File: config.mk
export PLATFORM = sky130hd
export DESIGN_NAME = pixel_readout
export DESIGN_NICKNAME = d
export VERILOG_FILES = /design/src/rtl/pixel_readout.sv
export SDC_FILE = /design/constraint.sdc
export NUM_CORES = 1
export LEC_CHECK = 0
export BUFFER_PORTS_ARGS = -buffer_cell sky130_fd_sc_hd__buf_2
export CAP_MARGIN = 10
export CORE_MARGIN = 2
export CORE_UTILIZATION = 55
export DETAILED_ROUTE_END_ITERATION = 6
export MAX_ROUTING_LAYER = met4
export PLACE_DENSITY_LB_ADDON = 0.2
export SLEW_MARGIN = 30
export SYNTH_ARGS = -nofsm -noshare
export SYNTH_HDL_FRONTEND = slang
export SYNTH_SLANG_ARGS = --single-unit
File: constraint.sdc
create_clock -name clk -period 2.5 [get_ports clk]
set_input_delay 0.375 -clock clk [delete_from_list [all_inputs] [get_ports clk]]
set_output_delay 0.375 -clock clk [all_outputs]
set_load 0.05 [all_outputs]
File: src/rtl/pixel_readout.sv
// Captures each released pixel row into a two-entry ping-pong buffer and streams it out pixel by pixel.
// Latency: o_valid rises 2 edges after the row change is sampled; it holds all outputs until i_ready accepts them.
module pixel_readout #(
    parameter int PIXEL_ARRAY_HEIGHT = 2,
    parameter int PIXEL_ARRAY_WIDTH  = 2,
    parameter int PIXEL_BITS         = 8
) (
    input  logic                                                                  clk,
    input  logic                                                                  reset,
    input  logic                                                                  p_erase,
    input  logic [PIXEL_ARRAY_HEIGHT-1:0]                                         p_row_select,
    input  logic [PIXEL_ARRAY_WIDTH*PIXEL_BITS-1:0]                               p_data,
    output logic [PIXEL_BITS-1:0]                                                 o_pixel,
    output logic                                                                  o_valid,
    input  logic                                                                  i_ready,
    output logic [((PIXEL_ARRAY_HEIGHT > 1) ? $clog2(PIXEL_ARRAY_HEIGHT) : 1)-1:0] o_row,
    output logic [((PIXEL_ARRAY_WIDTH > 1) ? $clog2(PIXEL_ARRAY_WIDTH) : 1)-1:0]   o_col,
    output logic                                                                  o_sof,
    output logic                                                                  o_eol,
    output logic                                                                  o_overrun,
    output logic                                                                  o_sel_error
);
    localparam int RW = (PIXEL_ARRAY_HEIGHT > 1) ? $clog2(PIXEL_ARRAY_HEIGHT) : 1;
    localparam int CW = (PIXEL_ARRAY_WIDTH > 1) ? $clog2(PIXEL_ARRAY_WIDTH) : 1;
    localparam int DW = PIXEL_ARRAY_WIDTH * PIXEL_BITS;

    typedef enum logic {IDLE, STREAM} state_t;

    state_t                        state_q, state_d;
    logic [PIXEL_ARRAY_HEIGHT-1:0] rs_q;
    logic [DW-1:0]                 data_q;
    logic                          erase_q;
    logic [DW-1:0]                 buf_dat_q [2];
    logic [RW-1:0]                 buf_row_q [2];
    logic [1:0]                    full_q, full_d;
    logic                          wr_ptr_q, wr_ptr_d;
    logic                          rd_ptr_q, rd_ptr_d;
    logic [CW-1:0]                 col_q, col_d;
    logic                          sof_pend_q, sof_pend_d;
    logic                          show_sof_q, show_sof_d;
    logic                          overrun_q, overrun_d;
    logic                          sel_err_q, sel_err_d;

    logic rs_onehot, ps_multi, ps_onehot, capture, erase_rise, last_col;
    logic load, load_ptr, cap_wr, streaming;
    int   pix_lsb;

    function automatic logic [RW-1:0] onehot_idx(input logic [PIXEL_ARRAY_HEIGHT-1:0] v);
        logic [RW-1:0] idx;
        idx = '0;
        for (int i = 0; i < PIXEL_ARRAY_HEIGHT; i++) begin
            if (v[i]) idx = RW'(i);
        end
        return idx;
    endfunction

    always_comb begin
        rs_onehot  = (rs_q != '0) && ((rs_q & (rs_q - PIXEL_ARRAY_HEIGHT'(1))) == '0);
        ps_multi   = (p_row_select & (p_row_select - PIXEL_ARRAY_HEIGHT'(1))) != '0;
        ps_onehot  = (p_row_select != '0) && !ps_multi;
        capture    = rs_onehot && (p_row_select != rs_q);
        erase_rise = p_erase && !erase_q;
        last_col   = (col_q == CW'(PIXEL_ARRAY_WIDTH - 1));
    end

    always_comb begin
        state_d    = state_q;
        col_d      = col_q;
        rd_ptr_d   = rd_ptr_q;
        wr_ptr_d   = wr_ptr_q;
        full_d     = full_q;
        sof_pend_d = sof_pend_q;
        show_sof_d = show_sof_q;
        overrun_d  = overrun_q;
        sel_err_d  = sel_err_q;
        load       = 1'b0;
        load_ptr   = rd_ptr_q;
        cap_wr     = 1'b0;

        case (state_q)
            IDLE: begin
                if (full_q[rd_ptr_q]) begin
                    load    = 1'b1;
                    state_d = STREAM;
                    col_d   = '0;
                end
            end
            STREAM: begin
                if (i_ready) begin
                    if (last_col) begin
                        full_d[rd_ptr_q] = 1'b0;
                        rd_ptr_d         = ~rd_ptr_q;
                        load_ptr         = ~rd_ptr_q;
                        col_d            = '0;
                        if (show_sof_q) sof_pend_d = 1'b0;
                        // Back-to-back rows: keep o_valid high when the other buffer is waiting.
                        if (full_q[~rd_ptr_q]) load = 1'b1;
                        else state_d = IDLE;
                    end else begin
                        col_d = col_q + 1'b1;
                    end
                end
            end
            default: state_d = IDLE;
        endcase

        if (erase_rise) begin
            sof_pend_d = 1'b1;
            overrun_d  = 1'b0;
            sel_err_d  = 1'b0;
        end

        // The sof tag is frozen at load so it cannot change while a pixel is held.
        if (load) show_sof_d = sof_pend_d && (buf_row_q[load_ptr] == '0);

        if (capture) begin
            if (!full_d[wr_ptr_q]) begin
                cap_wr           = 1'b1;
                full_d[wr_ptr_q] = 1'b1;
                wr_ptr_d         = ~wr_ptr_q;
            end else begin
                overrun_d = 1'b1;
            end
        end

        if (ps_multi) sel_err_d = 1'b1;
    end

    always_ff @(posedge clk or posedge reset) begin
        if (reset) begin
            state_q    <= IDLE;
            rs_q       <= '0;
            data_q     <= '0;
            erase_q    <= 1'b0;
            full_q     <= '0;
            wr_ptr_q   <= 1'b0;
            rd_ptr_q   <= 1'b0;
            col_q      <= '0;
            sof_pend_q <= 1'b1;
            show_sof_q <= 1'b0;
            overrun_q  <= 1'b0;
            sel_err_q  <= 1'b0;
            for (int i = 0; i < 2; i++) begin
                buf_dat_q[i] <= '0;
                buf_row_q[i] <= '0;
            end
        end else begin
            state_q    <= state_d;
            rs_q       <= p_row_select;
            erase_q    <= p_erase;
            full_q     <= full_d;
            wr_ptr_q   <= wr_ptr_d;
            rd_ptr_q   <= rd_ptr_d;
            col_q      <= col_d;
            sof_pend_q <= sof_pend_d;
            show_sof_q <= show_sof_d;
            overrun_q  <= overrun_d;
            sel_err_q  <= sel_err_d;
            if (ps_onehot) data_q <= p_data;
            if (cap_wr) begin
                buf_dat_q[wr_ptr_q] <= data_q;
                buf_row_q[wr_ptr_q] <= onehot_idx(rs_q);
            end
        end
    end

    always_comb begin
        streaming   = (state_q == STREAM);
        pix_lsb     = int'(col_q) * PIXEL_BITS;
        o_valid     = streaming;
        o_pixel     = streaming ? buf_dat_q[rd_ptr_q][pix_lsb +: PIXEL_BITS] : '0;
        o_row       = streaming ? buf_row_q[rd_ptr_q] : '0;
        o_col       = streaming ? col_q : '0;
        o_sof       = streaming && show_sof_q && (col_q == '0);
        o_eol       = streaming && last_col;
        o_overrun   = overrun_q;
        o_sel_error = sel_err_q;
    end
endmodule

## Word level (Yosys, flattened, before mapping)

Cells that the tools add are included.

| word-level totals | value |
|---|---|
| bits in registers | 63 |
| output and inout bits | 15 |

| cells by class | value |
|---|---|
| $add $sub $neg | 3 |
| order comparisons | 9 |
| equal/unequal tests | 3 |
| shifts and indexed selects | 1 |
| mux-type cells | 62 |
| bitwise logic cells | 14 |
| reductions and logical operators | 20 |

Operators by type and width:

| operator | number |
|---|---|
| 16-bit two-way mux | 4 |
| 1-bit two-way mux | 43 |
| 32-bit bitwise mux | 1 |
| 16-bit demux with 1-bit select | 1 |
| 16-bit by 5-bit indexed part select with 8-bit output | 1 |
| 1-bit logical AND | 11 |
| 2-bit two-way mux | 5 |
| 8-bit two-way mux | 1 |
| 2-bit nonzero test | 4 |
| 2-bit bitwise AND | 3 |
| 2-bit greater-or-equal comparator (second input constant) | 3 |
| 1-bit by 2-bit < comparator with 1-bit output (second input constant) | 3 |
| 1-bit inverter | 6 |
| 1-bit inverter with 2-bit output | 3 |
| 1-bit case mux with 2 select lines | 3 |
| 2-bit != test (second input constant) | 2 |
| 2-bit AND reduction | 2 |
| 2-bit by 1-bit subtractor with 2-bit output (second input constant) | 2 |
| 1-bit demux with 1-bit select | 3 |
| 2-bit bitwise mux | 1 |
| 1-bit greater-or-equal comparator (second input constant) | 2 |
| 1-bit logical NOT | 2 |
| 2-bit logical NOT | 1 |
| 2-bit by 1-bit < comparator with 1-bit output (second input constant) | 1 |
| 4 further kinds | 4 |

## Logic depth before layout (Yosys ltp)

Gate-level depths: netlist of run 1.

| logic depth | value |
|---|---|
| depth in word-level cells | 15 |
| depth in mapped cells | 7 |
| mapped depth without buffers | 4 |

## Worst setup path before layout of run 1

No wires, ideal clock.

| path | value |
|---|---|
| path type | register -> output |
| from | register state_q (netlist: o_valid) |
| to | output port o_sof |
| arrival time | 2.064 ns |
| data required time | 2.125 ns |
| slack | 0.061 ns |
| cell stages (with the launch flop) | 3 |
| path buffers | 1 |
| path through | dfrtp_1 -> buf_2 -> nor3b_1 |

| on the way | value |
|---|---|
| cells in the longest elaborated chain, start to end | 2 |

Ends and longest elaborated chain:

| what | RTL line | RTL |
|---|---|---|
| start: declaration | 29 | `state_t state_q, state_d;` |
| start signal: assignment | 148 | `state_q <= state_d;` |
| 1-bit logical AND (2 in a row) | 174 | `o_sof = streaming && show_sof_q && (col_q == '0);` |
| end: declaration | 18 | `output logic o_sof,` |

No other way between the ends.

## Worst setup path after layout of run 1

| path | value |
|---|---|
| from | register rd_ptr_q |
| to | output port o_pixel[4] |

| on the way | value |
|---|---|
| cells in the longest elaborated chain, start to end | 6 |

Ends and longest elaborated chain:

| what | RTL line | RTL |
|---|---|---|
| start: declaration | 37 | `logic rd_ptr_q, rd_ptr_d;` |
| start signal: assignment | 153 | `rd_ptr_q <= rd_ptr_d;` |
| 1-bit inverter with 2-bit output (not written as such) | 171 | `o_pixel = streaming ? buf_dat_q[rd_ptr_q][pix_lsb +: PIXEL_BITS] : '0;` |
| 16-bit two-way mux (not written as such) (3 in a row) | 171 |  |
| 16-bit by 5-bit indexed part select with 8-bit output | 171 |  |
| 8-bit two-way mux | 171 |  |
| end: declaration | 13 | `output logic [PIXEL_BITS-1:0] o_pixel,` |

No other way between the ends. The select of a mux whose other input is x is not followed.

==> results of run 1 <==
stage by stage:
stage          area (um2)  total power [mW]   util  cells
4_1_cts              3270              4.58  0.648    303
2_1_floorplan        2850              3.36      -    186
3_3_place_gp         3090              3.68  0.613    288
6_report             3270              4.52  0.649    303
5_1_grt              3270              4.76  0.649    303
3_5_place_dp         3090              3.78  0.613    288
routing by layer:
layer | routed length [um] | up-vias | global-route usage
li1 | - | 753 | -
met1 | 2130 | 831 | 0.234
met2 | 2550 | 32 | 0.315
met3 | 182 | 14 | 0.0415
met4 | 106 | 0 | 0.111
met5 | 0 | - | -
Yosys cell counts (all sizes together), types with 3 or more instances:
cell | n | share of area
mux2i | 3 | 0.011
nand2b | 6 | 0.013
nand2 | 7 | 0.0092
o21ai | 4 | 0.012
inv | 4 | 0.0053
and2 | 9 | 0.020
dfrtp | 62 | 0.54
buf | 7 | 0.023
mux2 | 50 | 0.22
mux4 | 8 | 0.063
nor2b | 3 | 0.0066
clkbuf | 4 | 0.0053
kinds of logic (layout without fill, tap and decap cells):
family | count (synthesis) | in the layout | synth area share
AND/OR/NAND/NOR | 30 | 30 | 0.0689
AO/OA/AOI/OAI | 15 | 15 | 0.0425
flip-flops | 63 | 63 | 0.553
buffers and inverters | 15 | 62 | 0.0333
XOR/XNOR | 1 | 1 | 0.00307
multiplexers | 61 | 61 | 0.295
adder cells (fa/ha/maj) | 1 | 1 | 0.00439
path summary, 6_finish.rpt:
| kind | from | endpoint | slack [ns] | cells after the start |
|---|---|---|---|---|
| min reg2reg | o_sel_error$_DFFE_PP0P_ | o_sel_error$_DFFE_PP0P_ | 0.48 | 1 |
| max in group asynchronous | reset | sof_pend_q$_DFF_PP1_ | 1.71 | 3 |
| max | rd_ptr_q$_DFF_PP0_ | o_pixel[4] | 0.27 | 4 |
| max reg2reg | col_q$_DFFE_PP0P_ | buf_dat_q[31]$_DFFE_PP0P_ | 0.60 | 5 |
| min | reset | buf_row_q[0]$_DFFE_PP0P_ | 0.08 | 2 |
| min in group clk | p_erase | erase_q$_DFF_PP0_ | 0.17 | 1 |
worst max-delay path, delay by kind of cell (launching register included):
family,cells,cell delay [ns]
AND/OR/NAND/NOR,1,0.18
multiplexers,1,0.52
buffers and inverters,2,0.48
flip-flops,1,0.33
sequential cells by signal, indices dropped and copies added (netlist names):
signal       flops
o_overrun        1
sof_pend_q       1
o_valid          1
col_q            1
buf_row_q        2
o_sel_error      1
data_q          16
rs_q             2
wr_ptr_q         1
erase_q          1
show_sof_q       1
buf_dat_q       32
rd_ptr_q         1
full_q           2
power groups by stage:
stage               logic (mW)  clock network, mW  registers, mW
floorplan                 1.70                  0           1.66
global placement          1.99                  0           1.69
detailed placement        2.05                  0           1.72
CTS                       2.06              0.814           1.71
global route              2.15              0.846           1.76
finish                    2.02              0.792           1.70
layout make-up:
class / count / area [um2] / share of cell area
Sequential cell: 63 / 1580 / 0.483
Timing Repair Buffer: 43 / 233 / 0.0712
Inverter: 4 / 15.0 / 0.00459
Multi-Input combinational cell: 108 / 1180 / 0.361
Clock buffer: 15 / 176 / 0.0539
Tap cell: 70 / 87.6 / 0.0268
==> results.txt, run 1 <==
The run finished with clean final reports. The number of hold violations in the final report is 0. The run gives 0.632 as the worst relative slew slack.

The floorplan step set the die width to 76.0 um. The layout has 381 filler cells. The fraction of final layout cells sized beyond drive strength 1 was 0.519; the core area was 5040 um2.

The HPWL reported at the end of detailed placement was 3.49 mm. The tools report the number of gates resized after CTS as 0. The share of flip-flops with an asynchronous set or reset came out at 1.00. The tools report the number of clock buffers inserted by TritonCTS as 9. After detailed routing, the number of remaining DRC violations is 0.

The global-route usage over all layers is 0.197. The critical path is of the reg2out type. Dividing the detail-routed wire length by the instance count gives 16.4 um. Counting distinct cell types in the post-synthesis netlist gives 34. The tools report the overall overflow remaining after global route as 0.

CTS built an H-tree with a depth of 3. The most frequently used flop master after synthesis is sky130_fd_sc_hd__dfrtp_1. The initial core utilization came out at 0.566. The cell at the root of the clock tree was sky130_fd_sc_hd__clkbuf_8.

Data arrives at the worst endpoint at 1.86 ns. The total clock sinks was 63. In this run the power density over the cells is 1380 nW/um2. The total of flip-flops plus latches after synthesis came out at 63.

The logs give 1.51 nW for the leakage power and 4 for the first-pass detailed-route iteration total. Walking the worst path, the cells encountered are buf_4 > mux4_2 > and2_1 > buf_2. Vertical extent of the die: 76.0 um. The global-route wire length before repair is 8.56 mm, and the total die area is 5780 um2. For the pin with the worst max-slew slack, the measured transition is 0.552 ns. Yosys mapped a number of flops with a built-in enable equal to 0. The tools report the count of vias placed by the detailed router as 1630.

The worst hold-check path type was in2async. Averaged over all synthesized cells, the footprint is 15.3 um2. The count of nets after finishing is 252. Across the routed clock network, the largest skew measured is 0.00659 ns. TritonCTS built the clock tree. Pin count of the biggest net entering global routing: 28. Site row count: 26.

The slowest library cell on the worst path was sky130_fd_sc_hd__mux4_2. The number of nets in the synthesized netlist is 209. Final-layout worst hold slack: 0.0832 ns.

The worst path meets setup with 0.268 ns of slack. The share of power burned in combinational logic is 0.448, and the total number of yosys warnings is 0. For this design, the CTS-stage hold fixing added 0 buffers.

The logs give 0 for the final max-slew violation count and 0 for the count of endpoints failing setup in the final report. At the worst endpoint, the required time is 2.12 ns. The library cells used most frequently in the layout, excluding fill and tap cells, are sky130_fd_sc_hd__dfrtp_1, sky130_fd_sc_hd__buf_2, sky130_fd_sc_hd__mux2_2.

The logs give 0.377 for the portion of total power attributed to sequential cells and 0.34 ns for the clock network latency to the later pin of the worst-skew pair. The number of input and output port buffers inserted came out at 36. The average via count per standard cell was 5.38. STA classifies the critical path startpoint as a flop.

The cell area that synthesis handed to floorplanning was 2850 um2. Cell internal power was estimated by the tool at 2.77 mW. The cell count after synthesis is 186, and the number of antenna repair diodes is 0. Of all nets on the critical path, the largest fanout is 16.

OpenSTA, run right after detailed placement, puts the worst setup slack at 0.343 ns. The tools report the initial antenna violation count as 0. The library cell used most frequently in the layout, excluding fill and tap cells, is sky130_fd_sc_hd__dfrtp_1. The tools report the final antenna-violating net count as 0.

The weighted congestion reported at the end of routability-driven placement is 0.757, and the switching part of the total power is 0.386. The reported net switching power was 1.75 mW; the final critical delay including setup and external delays was 2.23 ns. For this block, the initial DRC count from the detailed router was 54. The tools report the type of element capturing the critical path as a primary output. The longest clock path from root to sink contains 2 buffers.

Derived from the worst setup path, the maximum achievable clock frequency is 448 MHz. The tool flagged a number of max-cap violations equal to 0. The total negative slack is 0 ns, and the total wirelength of the detailed-routed design is 4.97 mm. The fraction of power consumed by the clock network came out at 0.175. The maximum resistive drop on vdd is 0.630 mV, and the clock input transition at the sequential cells of the worst setup and hold paths is 0.07 ns. Once the clock tree was built, the setup fixing pass inserted 0 buffers.

The via count of the first global-routing pass is 1805, and the sequential cell area fraction in the yosys report is 0.553. For this run, the slowest stage of the critical path takes 0.52 ns. Relative to the synthesized area, the layout overhead comes to 14.6%. Setup repair after global routing left no endpoint under its margin. The top-level port count came out at 37.

Share of the clock period used by the worst path after layout: 0.893.
Power figures use the tool's default switching activity.
==> run 2, diff against run 1 <==
--- a/config.mk
+++ b/config.mk
@@ -7,6 +7,7 @@
 export LEC_CHECK = 0
 export BUFFER_PORTS_ARGS = -buffer_cell sky130_fd_sc_hd__buf_2
 export CAP_MARGIN = 10
+export CORE_ASPECT_RATIO = 0.6
 export CORE_MARGIN = 2
 export CORE_UTILIZATION = 55
 export DETAILED_ROUTE_END_ITERATION = 6
==> run 2 against run 1 <==
Sequential share of layout area up 0.17 points; critical path type unchanged; non-clock buffer count down 1; clock skew up 0.0041 ns; clock power down 5.9%; flip-flop and latch count unchanged; largest power group unchanged.
==> results.txt, run 2 (synthesis results as in run 1) <==
The run finished with clean final reports. The register with the most flip-flops in the layout has 32 of them. In this run the core area contains 20 standard-cell rows. In the layout the commonest cells are sky130_fd_sc_hd__dfrtp_1, sky130_fd_sc_hd__buf_2, sky130_fd_sc_hd__mux2_2. Clock-pin slew was measured on the worst setup and hold paths at 0.07 ns. The clock tree skew after final layout was 0.0107 ns. In the final layout, the multi-input gates occupy 1180 um2. The tightest hold path in the finished design has a slack of 0.127 ns.

In the routed layout, each cell is associated on average with a via count of 5.48. The first detailed-routing pass ran for 4 iterations. The number of antenna repair diodes is 0. The critical path arrival is 1.96 ns.

Pin placement for this block handled 37 I/O pins. The number of clock buffers added by TritonCTS is 9. The routed layout has 1633 vias. For the number of setup buffers added after CTS, the log shows 0. Clock tree synthesis selected as its root buffer the cell sky130_fd_sc_hd__clkbuf_8. The worst setup path is launched from a flop. Via count of the first global-routing pass: 1746. The pin count of the biggest net entering global routing was 34; the clock network latency to the later pin of the worst-skew pair was 0.34 ns. The run gives 0.563 as the worst relative slew slack.

Walking the worst path, the cells encountered are buf_4 > mux4_2 > and2_1 > buf_2. For the initial core utilization, the log shows 0.567. TritonCTS built the clock tree. The kind of cell with the highest combined delay along the critical path is multiplexers. The transition time at the pin with the least slew margin is 0.654 ns, and the worst stage delay on the critical path is 0.53 ns. The global-route usage over all layers was 0.215; the number of buffers on the longest clock path was 2. The tools report the register cell area after layout as 1580 um2. The required arrival time at the worst endpoint was 2.12 ns; the floorplan die width was 97.0 um. The type of the worst setup path is reg2out. The run gives 57 as the iteration-0 DRC count of the detailed router. The number of remaining DRC errors is 0, and the vertical extent of the die is 59.8 um. After floorplanning, the core was sized to cover 5030 um2. The final antenna-violating net count came out at 0. The HPWL reported at the end of detailed placement was 3.74 mm; the number of gates resized after CTS was 0. For the final max-slew violation count, the log shows 0.

The maximum resistive drop on vdd was 0.648 mV. CTS built an H-tree with a depth of 3. After layout, the minimum clock period comes to 2.33 ns.

The largest registers in the layout are buf_dat_q x32, data_q x16. Setup slack closes at 0.170 ns. The floorplan step defined a die boundary enclosing 5800 um2. The tools report the count of endpoints failing setup in the final report as 0.

Setup repair after global routing left no endpoint under its margin. The global-route wire length before repair was 8.96 mm; the routed length per instance was 17.9 um. At the end of routability-driven placement, the weighted congestion stood at 0.844. The number of buffers and inverters on the critical path is 2.

Max-cap violations in this run came to 0. The min-delay analysis places its worst path in the category in2async. Adding up every negative setup slack in the final design gives 0 ns. Summed over all layers, the routed wires come to 5.34 mm. The count of fill cells added during filler insertion is 364, and the total clock sinks is 63.

The share of the clock period used by the worst path after layout works out to 0.932. Total of hold buffers inserted after clock tree synthesis: 0. Along the worst path, the maximum fanout reaches 13. Most frequent standard cell in the layout excluding fill and tap cells: sky130_fd_sc_hd__dfrtp_1.

STA classifies the critical path endpoint as a primary output. The run gives 0 as the initial antenna violation count. Counting flops per register, the top entry is buf_dat_q. From synthesis to final layout, the design area changed by 14.2%.

The slowest library cell on the worst path is sky130_fd_sc_hd__mux4_2. For this design the ratio of total power to cell area is 1390 nW/um2. The count of nets after finishing is 251. The number of hold violations in the final report came out at 0. The fraction of final layout cells sized beyond drive strength 1 was 0.522; the worst setup slack after placement was 0.448 ns. Summed over all cells, the static leakage comes to 1.51 nW. Overall overflow remaining after global route: 0. The number of input and output port buffers inserted works out to 36. Based on the critical path, the design can be clocked at up to 429 MHz.
[run 2: worst paths after layout]
| kind | from | to | slack (ns) | cells past startpoint |
|---|---|---|---|---|
| setup / recovery | rd_ptr_q$_DFF_PP0_ | o_pixel[5] | 0.17 | 4 |
| hold / removal | reset | data_q[4]$_DFFE_PP0P_ | 0.13 | 2 |
| setup reg to reg | col_q$_DFFE_PP0P_ | buf_dat_q[18]$_DFFE_PP0P_ | 0.46 | 5 |
| hold reg to reg | o_sel_error$_DFFE_PP0P_ | o_sel_error$_DFFE_PP0P_ | 0.48 | 1 |
| max in group asynchronous | reset | sof_pend_q$_DFF_PP1_ | 1.70 | 3 |
| min in group clk | p_erase | erase_q$_DFF_PP0_ | 0.17 | 1 |
[run 2: power by group]
| group | internal [mW] | total [mW] | switching, mW |
|---|---|---|---|
| Sequential | 1.42 | 1.72 | 0.302 |
| Clock | 0.376 | 0.745 | 0.370 |
| Combinational | 0.925 | 2.05 | 1.12 |
| Total | 2.72 | 4.51 | 1.80 |
[run 2: layout make-up]
type	instances	area share
sequential	63	0.484
multi-input combinational	108	0.362
timing repair buffer	42	0.0730
clock buffer	11	0.0434
tap	66	0.0254
clock inverter	4	0.00692
inverter	4	0.00461
[run 2: metal layers]
| metal | global-route usage | share of wire | vias up |
|---|---|---|---|
| met1 | 0.278 | 0.47 | 842 |
| met3 | 0.0690 | 0.034 | 8 |
| li1 | - | - | 751 |
| met4 | 0.0966 | 0.011 | 0 |
| met5 | - | 0 | - |
| met2 | 0.317 | 0.48 | 32 |
[run 2: through the flow]
| step | utilization | cell area (um2) | total power [mW] | instances |
|---|---|---|---|---|
| after floorplan | - | 2850 | 3.36 | 186 |
| after global placement | 0.615 | 3090 | 3.71 | 283 |
| after detailed placement | 0.615 | 3090 | 3.80 | 283 |
| after CTS | 0.648 | 3260 | 4.56 | 298 |
| after global routing | 0.648 | 3260 | 4.77 | 298 |
| final | 0.648 | 3260 | 4.51 | 298 |
[run 2: worst reg2reg max path: cells and delay by family (launching register included)]
kind | cells | cell delay [ns]
AOI/OAI and AO/OA | 1 | 0.20
buffers and inverters | 1 | 0.31
DFF | 1 | 0.63
muxes | 1 | 0.40
and+or+nand+nor | 2 | 0.39
==> run 3, diff against run 2 <==
--- a/config.mk
+++ b/config.mk
@@ -12,8 +12,9 @@
 export CORE_UTILIZATION = 55
 export DETAILED_ROUTE_END_ITERATION = 6
 export MAX_ROUTING_LAYER = met4
-export PLACE_DENSITY_LB_ADDON = 0.2
-export SLEW_MARGIN = 30
+export PLACE_DENSITY = 0.75
+export RECOVER_POWER = 25
+export SLEW_MARGIN = 20
 export SYNTH_ARGS = -nofsm -noshare
 export SYNTH_HDL_FRONTEND = slang
 export SYNTH_SLANG_ARGS = --single-unit
==> run 3 against run 2 <==
The flow now finishes with violations (capacitance limit, slew limit); clock-buffer cell count rose by 2; combinational power fell by 3%; register-to-register slack lost 0.06 ns; critical path depth decreased by 1; global-route usage shrank 1.3 points; via count down 3.2%; worst hold slack improved by 0.035 ns; highest routed layer unchanged.
==> results.txt, run 3 (synthesis results as in run 1) <==
The run gives 3.39 mm as the HPWL reported at the end of detailed placement. The run finished, with violations left. Static timing analysis puts the maximum clock frequency at 417 MHz.

STA puts the critical path data required time at 2.12 ns. Clock skew on the completed layout was measured at 0.00525 ns. The floorplan has 20 rows. The transition time at the pin with the least slew margin works out to 1.52 ns. At the later pin of the worst-skew pair, clock insertion delay measures 0.33 ns. The initial antenna violation count was 0. The run gives 0 as the number of gates resized after CTS.

The area added between synthesis and finish works out to 13.6%. Detailed routing inserted a total of 1580 vias. For the number of setup buffers added after CTS, the log shows 0.

Of all nets on the critical path, the largest fanout is 13. For the finished layout, the period the worst path requires is 2.40 ns. For the final routed database, the setup TNS stands at 0 ns. Once detail routing completed, the nets flagged for antenna violations numbered 0. buf_dat_q holds more flip-flops than any other register. The checks that failed: capacitance limit, slew limit. The first global-routing pass estimated 8.37 mm of wire. The number of input and output port buffers inserted is 36.

The tools report the critical path arrival as 2.02 ns. The first-pass detailed-route iteration total is 4, and the fraction of final layout cells sized beyond drive strength 1 is 0.502. The run gives -0.0102 as the worst relative slew slack.

Setup repair after global routing left no endpoint under its margin. The via count of the first global-routing pass was 1619; the share of the clock period used by the worst path after layout was 0.959. Clock tree synthesis found a total of 63 sinks. The total number of H-tree levels is 3. Leaving out filler cells and counting taps, the final layout contains 297. Total die area: 5800 um2. The logs give 1 for the number of max-capacitance violations reported and 0.767 for the weighted congestion reported at the end of routability-driven placement. The initial core utilization was 0.567.

The number of hold violations in the final report was 0. Counting the buffers created by CTS gives 9. The total of hold buffers inserted after clock tree synthesis was 0.

37 I/O pins were placed. The routed length per instance is 16.5 um, and the core area is 5030 um2. Flip-flop count of the largest register, all copies and words added: 32. For this run the aggregate overflow at the end of global routing stands at 0.

In this run the static leakage power is 1.50 nW. The tools report the type of element capturing the critical path as a primary output. Setup violations remaining at the end of the flow were counted as 0. For the count of fill cells added during filler insertion, the log shows 395. The global-route usage over all layers is 0.202. The critical path in this run is classified as reg2out. The library cell used most frequently in the layout, excluding fill and tap cells, is sky130_fd_sc_hd__dfrtp_1. The clock input transition at the sequential cells of the worst setup and hold paths is 0.06 ns. Worst hold-check path type: in2reg. For this block, the routed nets add up to 4.92 mm of wire.

Dividing total power by cell area gives a power density of 1390 nW/um2. TritonCTS built the clock tree. Kind of start point of the critical path: a flop. After detailed routing, the number of remaining DRC violations is 0. For this run, the post-layout net count is 251. Dividing the detail-routed via count by the number of cells gives 5.32. The largest registers in the layout are buf_dat_q x32, data_q x16. The tightest hold path in the finished design has a slack of 0.162 ns.

Entering global routing, the biggest net connects 64 pins. The die is 59.8 um tall. CTS placed an instance of sky130_fd_sc_hd__clkbuf_8 at the clock tree root. The number of buffers on the longest clock path was 2. The first routing iteration left 28 violations. The count of placed standard cells including taps is 283, and the final max-slew violation count is 64. In the layout the commonest cells are sky130_fd_sc_hd__dfrtp_1, sky130_fd_sc_hd__buf_2, sky130_fd_sc_hd__mux2_2. The maximum resistive drop on vdd was 0.819 mV. The number of antenna repair diodes is 0. Measured along the x axis, the die boundary spans 97.0 um.
## run 3: per-layer routing
metal,global-route usage,share of wire,vias to the layer above
met1,0.277,0.51,795
met5,-,0,-
met3,0.0655,0.042,8
li1,-,-,748
met4,0.0845,0.015,0
met2,0.281,0.43,29
## run 3: per-stage QoR
| step | worst slack [ns] | util | power [mW] | area (um2) |
|---|---|---|---|---|
| detailed placement | 0.417 | 0.612 | 3.77 | 3080 |
| CTS | 0.0868 | 0.645 | 4.54 | 3240 |
| finish | 0.102 | 0.644 | 4.49 | 3240 |
| global placement | 0.479 | 0.612 | 3.71 | 3080 |
| floorplan | 0.0609 | - | 3.36 | 2850 |
| global route | 0.0191 | 0.644 | 4.74 | 3240 |
## run 3: path summary, 6_finish.rpt
path                       cells past startpoint                     start  slack, ns                         to
max                                            3         col_q$_DFFE_PP0P_       0.10                 o_pixel[6]
min                                            1                   p_erase       0.16          erase_q$_DFF_PP0_
max reg2reg                                    5         col_q$_DFFE_PP0P_       0.40  buf_dat_q[19]$_DFFE_PP0P_
min reg2reg                                    1  buf_dat_q[5]$_DFFE_PP0P_       0.51   buf_dat_q[5]$_DFFE_PP0P_
max in group asynchronous                      3                     reset       1.04      data_q[8]$_DFFE_PP0P_
min in group asynchronous                      3                     reset       0.56  buf_dat_q[21]$_DFFE_PP0P_
## run 3: final cells by class
cell class / instances / area, um2 / share of cell area
clock buffer: 13 / 159 / 0.0491
clock inverter: 1 / 5.00 / 0.00154
inverter: 4 / 15.0 / 0.00463
multi-input combinational: 108 / 1180 / 0.364
sequential: 63 / 1580 / 0.487
tap: 66 / 82.6 / 0.0255
timing repair buffer: 42 / 220 / 0.0680
## run 3: power by group
part	switching [mW]	internal, mW
logic	1.07	0.915
registers	0.330	1.42
clock network	0.351	0.402
total	1.75	2.73
## run 3: worst max-delay path, cell delays in order (launching register included)
cell                      delay, ns
sky130_fd_sc_hd__dfrtp_1       0.74
sky130_fd_sc_hd__mux4_2        0.58
sky130_fd_sc_hd__and2_1        0.17
sky130_fd_sc_hd__buf_2         0.20
